## src/rtl/hash_query.sv

```systemverilog
// Three-table hash lookup: hashes a 32-bit key into three table addresses,
// collects one nibble per table and reports the result, abandoning tables that stay silent.
module hash_query #(
  parameter int TIMEOUT = 15
) (
  input  logic        Sys_clk,
  input  logic        Rst,
  input  logic [31:0] Key_in,
  input  logic        Key_valid,
  output logic        Key_ready,
  output logic        Hash_valid,
  output logic [11:0] Hash_add1,
  output logic [10:0] Hash_add2,
  output logic [9:0]  Hash_add3,
  input  logic [3:0]  Hash_rdata1,
  input  logic [3:0]  Hash_rdata2,
  input  logic [3:0]  Hash_rdata3,
  input  logic        Hash_rdata1_wr,
  input  logic        Hash_rdata2_wr,
  input  logic        Hash_rdata3_wr,
  output logic [11:0] Result_data,
  output logic        Result_valid,
  output logic        Result_timeout
);

  typedef enum logic [1:0] {IDLE, ISSUE, WAIT, DONE} state_t;

  state_t      r_state;
  state_t      w_state_next;
  logic [2:0]  r_flags;
  logic [2:0]  w_strobes;
  logic [2:0]  w_flags_next;
  logic [11:0] r_data;
  logic [11:0] w_data_next;
  logic [7:0]  r_cnt;
  logic [7:0]  w_cnt_inc;
  logic        r_to;
  logic [11:0] r_add1;
  logic [10:0] r_add2;
  logic [9:0]  r_add3;
  logic [11:0] r_result_data;
  logic        r_result_valid;
  logic        r_result_timeout;
  logic [11:0] w_add1;
  logic [10:0] w_add2;
  logic [9:0]  w_add3;
  logic        w_complete;

  assign w_add1 = Key_in[11:0] ^ Key_in[23:12] ^ {4'h0, Key_in[31:24]};
  assign w_add2 = Key_in[10:0] ^ Key_in[21:11] ^ {1'b0, Key_in[31:22]};
  assign w_add3 = Key_in[9:0]  ^ Key_in[19:10] ^ Key_in[29:20];

  assign w_strobes  = {Hash_rdata3_wr, Hash_rdata2_wr, Hash_rdata1_wr};
  assign w_cnt_inc  = r_cnt + 8'd1;
  // A strobe arriving this cycle already counts towards completion.
  assign w_complete = &w_flags_next;

  always_comb begin
    w_flags_next = r_flags | w_strobes;
    w_data_next  = r_data;
    if (Hash_rdata1_wr) w_data_next[3:0]  = Hash_rdata1;
    if (Hash_rdata2_wr) w_data_next[7:4]  = Hash_rdata2;
    if (Hash_rdata3_wr) w_data_next[11:8] = Hash_rdata3;
  end

  always_comb begin
    w_state_next = r_state;
    case (r_state)
      IDLE:    if (Key_valid) w_state_next = ISSUE;
      ISSUE:   w_state_next = WAIT;
      WAIT:    if (w_complete || (w_cnt_inc == 8'(TIMEOUT))) w_state_next = DONE;
      DONE:    w_state_next = IDLE;
      default: w_state_next = IDLE;
    endcase
  end

  always_ff @(posedge Sys_clk) begin
    if (Rst) begin
      r_state          <= IDLE;
      r_flags          <= 3'b000;
      r_cnt            <= 8'd0;
      r_to             <= 1'b0;
      r_add1           <= 12'd0;
      r_add2           <= 11'd0;
      r_add3           <= 10'd0;
      r_result_valid   <= 1'b0;
      r_result_data    <= 12'd0;
      r_result_timeout <= 1'b0;
    end else begin
      r_state        <= w_state_next;
      r_result_valid <= 1'b0;
      case (r_state)
        IDLE: begin
          if (Key_valid) begin
            r_add1 <= w_add1;
            r_add2 <= w_add2;
            r_add3 <= w_add3;
          end
        end
        ISSUE: begin
          // Clearing the data makes silent tables report zero.
          r_flags <= 3'b000;
          r_cnt   <= 8'd0;
          r_data  <= 12'd0;
        end
        WAIT: begin
          r_flags <= w_flags_next;
          r_data  <= w_data_next;
          r_to    <= ~w_complete;
          if (!w_complete) r_cnt <= w_cnt_inc;
        end
        DONE: begin
          r_result_valid   <= 1'b1;
          r_result_data    <= r_data;
          r_result_timeout <= r_to;
        end
        default: ;
      endcase
    end
  end

  assign Key_ready      = (r_state == IDLE);
  assign Hash_valid     = (r_state == ISSUE);
  assign Hash_add1      = r_add1;
  assign Hash_add2      = r_add2;
  assign Hash_add3      = r_add3;
  assign Result_data    = r_result_data;
  assign Result_valid   = r_result_valid;
  assign Result_timeout = r_result_timeout;

endmodule

```

## config.mk

```make
export PLATFORM = sky130hd
export DESIGN_NAME = hash_query
export DESIGN_NICKNAME = d
export VERILOG_FILES = /design/src/rtl/hash_query.sv
export SDC_FILE = /design/constraint.sdc
export NUM_CORES = 1
export LEC_CHECK = 0
export CAP_MARGIN = 20
export CELL_PAD_IN_SITES_DETAIL_PLACEMENT = 0
export CELL_PAD_IN_SITES_GLOBAL_PLACEMENT = 1
export CORE_ASPECT_RATIO = 1.2
export CORE_MARGIN = 10
export CORE_UTILIZATION = 39
export CTS_BUF_LIST = sky130_fd_sc_hd__clkbuf_4 sky130_fd_sc_hd__clkbuf_8
export DETAILED_ROUTE_END_ITERATION = 6
export GPL_TIMING_DRIVEN = 0
export PLACE_DENSITY = 0.93
export REMOVE_ABC_BUFFERS = 1
export SLEW_MARGIN = 40
export SYNTH_ARGS = -nofsm -noshare
export SYNTH_HDL_FRONTEND = slang
export SYNTH_SLANG_ARGS = --single-unit
```

## constraint.sdc

```tcl
create_clock -name Sys_clk -period 3.8 [get_ports Sys_clk]
set_input_delay 0.76 -clock Sys_clk [delete_from_list [all_inputs] [get_ports Sys_clk]]
set_output_delay 0.76 -clock Sys_clk [all_outputs]
set_load 0.005 [all_outputs]
```

==> results.tsv <==
stage	metric	value	unit
finish	syn_to_final_growth	36.7	%
sta	fin_crit_sh	62.6	%
clock_network	tritoncts	yes	
clock_network	cts_max_level	3	
route	route.vias.total	2882	
power_and_ir_drop	swShare	31.7	%
grt	grt_pass1_wl	14800	um
logic_synthesis	syn_area	0.00349	mm^2
route	vias_per_cell	4.86	
place	dp_hpwl	6850	um
setup_path	timing.rr.start	r_cnt[1]	
setup_path	critical_path_arrival	1.62	ns
route	drt_first_pass_iters	4	
sta	rsz0062_at_grt	no	
grt	grt_overflow	0	
finish	stdcell_count	593	
sta	hold_viol	0	
die	start_util	40.3	%
finish	layout.filler_cells	808	
finish	final_cell_mix	clkdlybuf4s50_1 (97), xnor2_1 (64), nand2_1 (63)	
setup_path	crit_fanout	4	
die	die_y	124	um
power_and_ir_drop	p_per_area	567	mW/mm^2
power_and_ir_drop	p_comb_share	34.0	%
place	portBuffers	98	
grt	grt_usage	14.0	%
route	drtIter0Drc	116	
die	placementRows	37	
sta	fin_hold_ws	0.452	ns
power_and_ir_drop	ir_drop	0.000224	V
logic_synthesis	yosysSeqAreaShare	45.3	%
setup_path	crit_path_end_kind	output port	
clock_network	clk_pin_slew_worst_paths	0.08	ns
logic_synthesis	synth_warnings	0	
clock_network	cts_num_sinks	73	
logic_synthesis	synthCells	382	
sta	slew_violations	0	
setup_path	worstPathCellList	inv_1 -> ha_1 -> clkdlybuf4s50_1	
clock_network	ctsResizeCount	0	
finish	n_antenna_cell	0	
power_and_ir_drop	p_leak	1.65	nW
sta	slew_headroom	53.7	%
finish	drive_above_1_share	5.88	%
sta	skew	0.0127	ns
sta	worst_slew_pin_slew	0.694	ns
finish	finalNetCount	527	
logic_synthesis	synth_top_flop_cell	dfxtp_1	
die	core	0.00866	mm^2
die	dieArea	0.0131	mm^2
clock_network	clock_tree.buffer_depth	2	
grt	grt_pass1_vias	2863	
finish	layout_commonest_cell	clkdlybuf4s50_1	
route	drt-total-wl	9160	um
route	drc	0	
clock_network	post-cts-setup-buffers	0	
run_status	status	finished, final reports clean	
flow_run	cap_violations	0	
place	dp_cells	577	
die	io_pins	99	
sta	min_period	2.38	ns
power_and_ir_drop	seqPwrFrac	39.1	%
grt	antenna_found_initial	0	
setup_path	cp_data_required_time	3.04	ns
logic_synthesis	yosysUniqueCellTypes	45	
sta	setup_viol	0	
die	die_w	106	um
logic_synthesis	yosys_register_bits	73	
clock_network	clk_latency	0.35	ns
sta	fmax	0.420	GHz
grt	grt_max_degree	45	
logic_synthesis	synth_edf_count	12	
clock_network	cts_buffers	9	
setup_path	startpoint	r_state[1]	
clock_network	clockRootBuffer	clkbuf_8	
worst_hold_path	worstHoldStart	Hash_add2[1]	
clock_network	holdBufCountCts	0	
route	ant_nets	0	
setup_path	cp_slowest_stage_delay	0.56	ns
setup_path	path_class	reg -> out	
power_and_ir_drop	switchingPower	0.856	mW
worst_hold_path	min_path_type	reg -> reg	
logic_synthesis	syn_area_per_cell	9.13	um^2
route	routedWlPerCell	15.4	um
logic_synthesis	synthArstFlopShare	0	%
setup_path	critPathSlowestCell	clkdlybuf4s50_1	
place	gp_congestion	0.844	
power_and_ir_drop	p_int	1.85	mW
power_and_ir_drop	clkPwrFrac	26.9	%
setup_path	start_kind	register	
kinds of logic (layout without fill, tap and decap cells):
| group | count (synthesis) | after routing | share of synthesized area [%] |
|---|---|---|---|
| compound gates | 63 | 63 | 11.0 |
| xor+xnor | 65 | 65 | 16.3 |
| fa+ha+maj | 6 | 6 | 2.15 |
| buf+inv | 30 | 124 | 4.20 |
| flops | 73 | 73 | 45.3 |
| mux | 13 | 13 | 3.73 |
| simple gates | 132 | 132 | 17.3 |
routing by layer:
layer	track usage [%]	vias to the layer above	wire length, um
met5	0	-	0
li1	-	1443	-
met1	15.4	1358	3680
met2	25.3	68	4820
met3	3.51	13	500
met4	5.93	0	155
through the flow:
stage | worst slack (ns) | power, mW | instance area (um^2) | setup TNS [ns] | utilization (%)
after floorplan | 2.00 | 1.56 | 3380 | 0 | -
after detailed placement | 1.30 | 2.00 | 4530 | 0 | 52.3
final | 1.42 | 2.70 | 4770 | 0 | 55.1
after global routing | 1.31 | 2.88 | 4770 | 0 | 55.1
after CTS | 1.41 | 2.73 | 4770 | 0 | 55.1
after global placement | -0.0903 | 1.97 | 4500 | -1.07 | 52.0
registers in the layout, indices dropped and copies added, names as in the netlist:
signal	count
Hash_add1	12
Hash_add2	11
Hash_add3	10
Result_data	12
Result_timeout	1
Result_valid	1
r_cnt	8
r_data	12
r_flags	3
r_state	2
r_to	1
layout make-up:
cell class,count,area (um^2),share of cell area (%)
flip-flops and latches,73,1580,33.2
clock inverters,6,108,2.26
well taps,117,146,3.07
multi-input cells,279,1770,37.1
repair buffers,99,998,20.9
clock buffers,10,131,2.76
inverters,9,33.8,0.708
worst max-delay path, delay by kind of cell, from the launching register on:
kind / cells / cell delay (ns)
buffers and inverters: 2 / 0.66
flip-flops: 1 / 0.34
adder cells (fa/ha/maj): 1 / 0.27
Yosys cell counts, types with 2 or more instances:
master,count,area (um^2)
nand4_1,3,18.8
nand2_1,64,240
nor2_1,28,105
edfxtp_1,12,360
buf_4,2,15.0
a311oi_1,3,26.3
dfxtp_1,61,1220
buf_6,2,22.5
ha_1,6,75.1
nor3_1,7,35.0
nand2b_1,2,12.5
a211oi_1,6,45.0
mux2i_1,13,130
o21ai_0,2,10.0
inv_1,9,33.8
and2_1,13,81.3
clkbuf_1,14,52.6
a21oi_1,42,210
nand3_1,4,20.0
xnor2_1,64,561
power groups by stage:
stage          clock network [mW]  registers, mW  logic [mW]
2_1_floorplan                   0           1.07       0.494
3_3_place_gp                    0           1.06       0.907
3_5_place_dp                    0           1.08       0.927
4_1_cts                     0.743           1.06       0.933
5_1_grt                     0.780           1.08        1.02
6_report                    0.727           1.06       0.920
path summary, 6_finish.rpt:
kind | endpoint | slack, ns | cells after the start
worst min-delay path | Hash_add2[1] | 0.45 | 2
worst min register to register | Hash_add2[1] | 0.45 | 2
worst max-delay path | Hash_valid | 1.42 | 3
worst max register to register | r_state[1] | 1.97 | 6
(Power assumes the default switching activity.)
